[src/rtl/vgm_cmd_seq.sv]
// vgm_cmd_seq: VGM command sequencer issuing PSG/AY register writes and programming the sample-wait timer
module vgm_cmd_seq (
  input  logic       clk,
  input  logic       reset_n,
  input  logic       start,
  input  logic       in_valid,
  input  logic [7:0] in_data,
  output logic       in_ready,
  output logic       tmr_wr,
  output logic       tmr_adr,
  output logic [7:0] tmr_data,
  input  logic       tmr_active,
  output logic       snd_wr,
  output logic       snd_sel,
  output logic [7:0] snd_adr,
  output logic [7:0] snd_data,
  output logic       busy,
  output logic       done,
  output logic       err
);
  typedef enum logic [3:0] {
    S_IDLE, S_OP, S_A1, S_A2, S_SND, S_TLO, S_THI, S_WSYNC, S_WAIT, S_DONE, S_ERR
  } state_t;
  state_t      r_state;
  logic [7:0]  r_op;
  logic [15:0] r_wait;
  logic        w_xfer;
  logic        w_fix_hit;
  logic [15:0] w_fix;
  assign in_ready  = r_state inside {S_OP, S_A1, S_A2};
  assign busy      = !(r_state inside {S_IDLE, S_DONE, S_ERR});
  assign w_xfer    = in_valid & in_ready;
  assign w_fix_hit = (in_data == 8'h62) || (in_data == 8'h63) || (in_data[7:4] == 4'h7);
  // wait length implied by a single-byte wait opcode
  always_comb begin
    w_fix = (in_data == 8'h62) ? 16'h02DF :
            (in_data == 8'h63) ? 16'h0372 : {12'h000, in_data[3:0]} + 16'd1;
  end
  // sequencer FSM; strobes are set on entry so they are high for the whole target state
  always_ff @(posedge clk or negedge reset_n) begin
    if (!reset_n) begin
      r_state  <= S_IDLE;
      r_op     <= 8'h00;
      r_wait   <= 16'h0000;
      tmr_wr   <= 1'b0;
      tmr_adr  <= 1'b0;
      tmr_data <= 8'h00;
      snd_wr   <= 1'b0;
      snd_sel  <= 1'b0;
      snd_adr  <= 8'h00;
      snd_data <= 8'h00;
      done     <= 1'b0;
      err      <= 1'b0;
    end else begin
      snd_wr <= 1'b0;
      tmr_wr <= 1'b0;
      case (r_state)
        S_IDLE, S_DONE, S_ERR: if (start) begin
          r_state <= S_OP;
          done    <= 1'b0;
          err     <= 1'b0;
        end
        S_OP: if (w_xfer) begin
          r_op <= in_data;
          if (in_data == 8'h50 || in_data == 8'hA0 || in_data == 8'h61) r_state <= S_A1;
          else if (w_fix_hit) begin
            r_wait   <= w_fix;
            tmr_wr   <= 1'b1;
            tmr_adr  <= 1'b0;
            tmr_data <= w_fix[7:0];
            r_state  <= S_TLO;
          end else if (in_data == 8'h66) begin
            done    <= 1'b1;
            r_state <= S_DONE;
          end else begin
            err     <= 1'b1;
            r_state <= S_ERR;
          end
        end
        S_A1: if (w_xfer) begin
          if (r_op == 8'h50) begin
            snd_sel  <= 1'b0;
            snd_adr  <= 8'h00;
            snd_data <= in_data;
            snd_wr   <= 1'b1;
            r_state  <= S_SND;
          end else begin
            r_wait[7:0] <= in_data;
            r_state     <= S_A2;
          end
        end
        S_A2: if (w_xfer) begin
          if (r_op == 8'hA0) begin
            snd_sel  <= 1'b1;
            snd_adr  <= r_wait[7:0];
            snd_data <= in_data;
            snd_wr   <= 1'b1;
            r_state  <= S_SND;
          end else begin
            r_wait[15:8] <= in_data;
            tmr_wr       <= 1'b1;
            tmr_adr      <= 1'b0;
            tmr_data     <= r_wait[7:0];
            r_state      <= S_TLO;
          end
        end
        S_SND: r_state <= S_OP;
        S_TLO: begin
          tmr_wr   <= 1'b1;
          tmr_adr  <= 1'b1;
          tmr_data <= r_wait[15:8];
          r_state  <= S_THI;
        end
        S_THI:   r_state <= S_WSYNC;
        S_WSYNC: r_state <= S_WAIT;
        S_WAIT:  if (!tmr_active) r_state <= S_OP;
        default: r_state <= S_IDLE;
      endcase
    end
  end
endmodule

[config.mk]
export PLATFORM = sky130hd
export DESIGN_NAME = vgm_cmd_seq
export DESIGN_NICKNAME = d
export VERILOG_FILES = /design/src/rtl/vgm_cmd_seq.sv
export SDC_FILE = /design/constraint.sdc
export NUM_CORES = 1
export LEC_CHECK = 0
export ABC_CLOCK_PERIOD_IN_PS = 2450
export CAP_MARGIN = 20
export CELL_PAD_IN_SITES_DETAIL_PLACEMENT = 2
export CELL_PAD_IN_SITES_GLOBAL_PLACEMENT = 2
export CORE_UTILIZATION = 35
export CTS_BUF_LIST = sky130_fd_sc_hd__clkbuf_16
export CTS_CLUSTER_DIAMETER = 40
export DETAILED_ROUTE_END_ITERATION = 16
export HOLD_SLACK_MARGIN = 0.1
export PLACE_DENSITY = 0.78
export SYNTH_ARGS = -nofsm -noshare
export SYNTH_HDL_FRONTEND = slang
export SYNTH_SLANG_ARGS = --single-unit
[constraint.sdc]
create_clock -name clk -period 2.45 [get_ports clk]
set_input_delay 0.245 -clock clk [delete_from_list [all_inputs] [get_ports clk]]
set_output_delay 0.245 -clock clk [all_outputs]
set_load 0.05 [all_outputs]
# == After elaboration in Yosys (flattened, before gate mapping) ==
# Index checks and enable logic that the tools add are counted.
# op_classes
shifts,0
n_div,0
eq_ne,33
mux,71
n_lt_le_gt_ge,0
bitwise_logic,1
addsub,1
reduce_logical,22
mul,0
# op_table
op,n
8-bit two-way mux,17
8-bit case mux with 2 select lines,4
"8-bit by 7-bit equality test with 1-bit output, second input constant",6
16-bit two-way mux,3
4-bit case mux with 9 select lines,1
6-bit AND reduction,5
1-bit two-way mux,28
4-bit two-way mux,7
8-bit case mux with 3 select lines,1
"2-bit inequality test, second input constant",11
"4-bit by 3-bit equality test with 1-bit output, second input constant",5
10-bit two-way mux,2
"8-bit equality test, second input constant",2
"4-bit equality test, second input constant",3
5-bit AND reduction,2
3-bit nonzero test,3
"4-bit by 2-bit equality test with 1-bit output, second input constant",2
1-bit case mux with 2 select lines,4
2-bit nonzero test,4
"2-bit by 1-bit inequality test with 1-bit output, second input constant",3
1-bit case mux with 3 select lines,2
"4-bit by 1-bit adder with 5-bit output, second input constant",1
"4-bit by 1-bit equality test with 1-bit output, second input constant",1
4-bit logical NOT,1
other kinds (7),10
# word_totals
memories,0
ram_bits,0
latchBits,0
output_inout_bits,32
inputBits,13
romBits,0
regBits,58
wordCells,141

# == Depth between registers and ports, before layout ==
# Gate-level depths: netlist (run 1).
# logic_depth
ltp_word,7
ltp_mapped,8

# == Worst setup path after synthesis (run 1) ==
# OpenSTA, ideal clock, no wires.
# synth_path
kind,reg2reg
startpoint,register r_state[3]
endpoint,register r_wait[8]
synth_period_minus_slack_ns,2.065
path_stages_with_launch,8
setup_slack_ns,0.385
arrival_time_ns,1.940
setup_time_ns,0.125
path_buffers,2
cell_sequence,dfrtp_1 buf_2 nor2_1 nand3_1 and4bb_4 a21o_1 buf_6 mux2_4
# synth_between
elab_chain_len,5
# synth_lines
item,line,rtl
from (decl),24,state_t r_state;
from (signal assigned),42,r_state <= S_IDLE;
from (signal assigned),59,r_state <= S_OP;
from (signal assigned),65,if (in_data == 8'h50 || in_data == 8'hA0 || in_data == 8'h61) r_state <= S_A1;
4-bit by 1-bit equality test with 1-bit output (tied with other cells),"30, 57",
3-bit nonzero test,30,"assign in_ready = r_state inside {S_OP, S_A1, S_A2};"
1-bit AND,32,assign w_xfer = in_valid & in_ready;
2-bit inequality test (no line),-,
6-bit AND reduction (no line),-,
to (signal assigned),67,r_wait <= w_fix;
to (signal assigned),100,r_wait[15:8] <= in_data;
to (decl),26,logic [15:0] r_wait;
# Several ways; a longest one is shown, not always the timed one.
# A chain may end at the register's enable or synchronous reset.

# == Final worst setup path (run 1) ==
# layout_path
startpoint,input in_data[1]
endpoint,register r_wait[7]
# layout_between
elab_chain_len,6
# layout_lines
item,line,rtl
from (decl),7,"input logic [7:0] in_data,"
8-bit by 7-bit equality test with 1-bit output,"33, 36",
10-bit two-way mux,36,w_fix = (in_data == 8'h62) ? 16'h02DF :
16-bit two-way mux,66,else if (w_fix_hit) begin
16-bit two-way mux,65,
16-bit two-way mux,63,S_OP: if (w_xfer) begin
8-bit case mux with 2 select lines,57,case (r_state)
to (signal assigned),67,
to (signal assigned),88,r_wait[7:0] <= in_data;
# Several ways; a longest one is shown, not always the timed one. The select of a mux whose other input is x is not followed.

==> flow_summary.yaml, run 1 <==
status:
  status: "finished with violations"
  violations: "design-rule violations"
worst_setup_path:
  worstPathArrival_ns: 2.54
  path_buf_inv: 2
  crit_type: "input port to flip-flop"
  cp_top_family: "buffers and inverters"
  cpMaxStageDelayCell: "clkdlybuf4s50_1"
  rr_worst_depth: 7
  cp.required_ns: 2.66
  max_stage_delay_ns: 0.50
  r2r_start: "r_state[1]$_DFFE_PN0P_"
  cp-start-kind: "input port"
  cp.depth: 8
  cp_max_fo: 8
  path_cells: "clkdlybuf4s50_1 > ha_1 > or2_2 > a31oi_2 > and4bb_4 > a41oi_4 > buf_12 > mux2_2"
  end_kind: "flip-flop"
  timing.rr.end: "tmr_data[3]$_DFFE_PN0P_"
  regToRegSetupSlack_ns: 0.17
timing:
  slew_violations: 0
  setup_tns_ns: 0
  fin_worst_skew_ns: 0.00470
  finalHoldViolations: 0
  max_slew_margin_pct: 55.2
  rsz0062_at_grt: "no"
  fin_crit_ns: 2.33
  period_share_pct: 95.1
  finalSetupViolCount: 0
  worst_pin_slew_ns: 0.672
  max_freq_mhz: 429
clocking:
  cts_setup_buffers: 0
  cts_buffer_depth: 2
  cts_tree: "built"
  clock_latency_ns: 0.33
  clk_pin_slew_ns: 0.06
  htreeDepth: 3
  cts_root_buffer: "clkbuf_16"
  clock_sinks: 58
  numCtsBuffers: 9
power_and_ir_drop:
  pwr-share-clk_pct: 21.5
  p_leak_nw: 1.93
  combPwrFrac_pct: 50.5
  p_sw_mw: 2.83
  pwr_density_cell_nw_per_um2: 1430
  ir_drop_uv: 602
  switching_share_pct: 45.1
  seqPwrFrac_pct: 28.0
  internal-power_mw: 3.44
drt:
  avgViaCountPerCell: 5.73
  routedWlPerCell_um: 24.7
  drtIter0Drc: 124
  vias: 2929
  wl_um: 12600
  first_pass_iters: 10
  drc: 2
  ant_nets: 0
synth:
  avgSynthCellArea_um2: 10.2
  ys_seq_area_share_pct: 45.3
  yosysWarningCount: 0
  synth_cell_types: 59
  syn_inst: 313
  synth_edf_count: 0
  ys.flop_type: "dfrtp_1"
  syn_area_um2: 3210
  synthArstFlopShare_pct: 100
  ys_seq_elements: 58
  synthesis.nets: 330
floorplan:
  ioPinCount: 45
  start_util_pct: 36.4
  rows: 34
  die_y_um: 97.7
  core_area_um2: 8810
  die_w_um: 97.7
  die_area_um2: 9550
global_routing:
  grt_pass1_wl_um: 20100
  antenna_found_initial: 0
  grt_max_degree: 27
  grt.total_usage_pct: 28.3
  grt-ovfl-total: 0
  grt_pass1_vias: 3318
finish:
  post-route-cell-area_um2: 4400
  fillers: 928
  diodes: 0
  drive_gt1_share_pct: 29.0
  layout_common_cells: "dfrtp_1 (58), buf_4 (52), clkdlybuf4s50_1 (40)"
  final_common_cell: "dfrtp_1"
  nets: 415
  area_growth_syn_to_layout_pct: 37.2
placed_design:
  placed_cell_area_um2: 4060
  hpwl_um: 8380
  numPortBuffers: 44
  gp_congestion: 0.800
hold_path:
  min_from: "in_data[0]"
  hp-class: "input port to flip-flop"
  worstHoldEndpoint: "snd_data[0]$_DFFE_PN0P_"
  holdPathStages: 3
run:
  maxCapViolCount: 0
cells in the mapped netlist (all sizes together), types with 2 or more instances:
cell	instances	area, µm²
ha	4	50.1
nor3	4	31.3
o22ai	6	37.5
a22oi	9	67.6
nor2	19	73.8
dfrtp	58	1450
nand4	2	12.5
mux2i	7	70.1
a21o	3	22.5
nand4b	3	26.3
or3	3	18.8
a31o	2	17.5
inv	21	81.3
clkbuf	12	45.0
nor2b	5	31.3
o21ai	22	110
nor4b	2	32.5
and4bb	3	41.3
nor4bb	4	40.0
nand3	18	95.1
nand2	20	75.1
buf	10	63.8
nand3b	3	22.5
o211ai	4	30.0
a31oi	5	31.3
mux2	32	368
a21oi	11	55.1
state kept, by name (all words and copies together), names as in the netlist, 4 cells and up:
name / flops
tmr_data: 8
r_state: 4
r_wait: 16
snd_data: 8
snd_adr: 8
r_op: 8
through the flow:
stage                     total power [mW]  std cells  hold WS, ns  setup WS (ns)  util [%]
after CTS                             6.29        511        0.486         0.0149      49.7
final                                 6.27        511        0.362          0.120      50.0
after global routing                  6.54        511        0.390         0.0495      50.0
after global placement                4.65        494        0.274         -0.179      46.1
after floorplan                       3.65        313      -0.0506          0.385         -
after detailed placement              4.83        494        0.294         -0.283      46.1
per-layer routing:
metal,share of wire [%],wire length [µm],track usage (%)
met3,4.5,574,6.55
met5,0,0,0
met4,2.4,308,9.44
met1,42,5360,34.9
met2,51,6390,48.7
kinds of logic after synthesis:
logic type	Yosys count	synth area share, %
buf+inv	43	5.93
xor+xnor	2	0.546
flops	58	45.3
fa+ha+maj	5	1.87
compound gates	73	15.4
simple gates	93	17.4
mux	39	13.7
timing repair:
action                                  CTS  global route
hold buffers                              1             0
hold endpoints to repair                 24             0
endpoints found under the setup margin    0            23
resized for setup                         0             4
final cells by class:
cell class	count	area, µm²	area share (%)
clock inverters	7	85.1	1.93
flip-flops and latches	58	1450	33.0
multi-input cells	212	1580	36.0
repair buffers	96	838	19.1
clock buffers	9	225	5.12
inverters	21	81.3	1.85
well taps	108	135	3.07
worst reg2reg max path: cells and delay by family, from the launching register on:
| family | cells | cell delay, ns |
|---|---|---|
| AND/OR/NAND/NOR | 4 | 1.04 |
| flip-flops | 1 | 0.51 |
| multiplexers | 1 | 0.36 |
| buffers and inverters | 2 | 0.26 |
worst max-delay path by stage:
stage	from	end
floorplan	r_state[3]$_DFFE_PN0P_	r_wait[8]$_DFFE_PN0P_
finish	in_data[1]	r_wait[7]$_DFFE_PN0P_
global placement	in_data[0]	r_wait[7]$_DFFE_PN0P_
detailed placement	in_data[0]	r_wait[3]$_DFFE_PN0P_
CTS	in_data[0]	r_wait[8]$_DFFE_PN0P_
global route	in_data[1]	r_wait[1]$_DFFE_PN0P_
power by group through the flow:
stage	registers, mW	logic (mW)	clock network (mW)
final	1.75	3.17	1.35
after global routing	1.79	3.34	1.41
after CTS	1.75	3.17	1.37
after detailed placement	1.73	3.10	0
after global placement	1.68	2.97	0
after floorplan	2.35	1.31	0
Power figures use the tool's default switching activity.
==> inputs of run 2 (changes only) <==
--- a/config.mk
+++ b/config.mk
@@ -13,6 +13,7 @@
 export CTS_BUF_LIST = sky130_fd_sc_hd__clkbuf_16
 export CTS_CLUSTER_DIAMETER = 40
 export DETAILED_ROUTE_END_ITERATION = 16
+export GPL_ROUTABILITY_DRIVEN = 0
 export HOLD_SLACK_MARGIN = 0.1
 export PLACE_DENSITY = 0.78
 export SYNTH_ARGS = -nofsm -noshare
==> results of run 2 <==
No change in the layout: final DEF, timing and power equal those of run 1.
==> inputs of run 3 (changes only) <==
--- a/config.mk
+++ b/config.mk
@@ -11,7 +11,7 @@
 export CELL_PAD_IN_SITES_GLOBAL_PLACEMENT = 2
 export CORE_UTILIZATION = 35
 export CTS_BUF_LIST = sky130_fd_sc_hd__clkbuf_16
-export CTS_CLUSTER_DIAMETER = 40
+export CTS_CLUSTER_SIZE = 28
 export DETAILED_ROUTE_END_ITERATION = 16
 export GPL_ROUTABILITY_DRIVEN = 0
 export HOLD_SLACK_MARGIN = 0.1
==> results of run 3 <==
No change in the layout: final DEF, timing and power equal those of run 1.
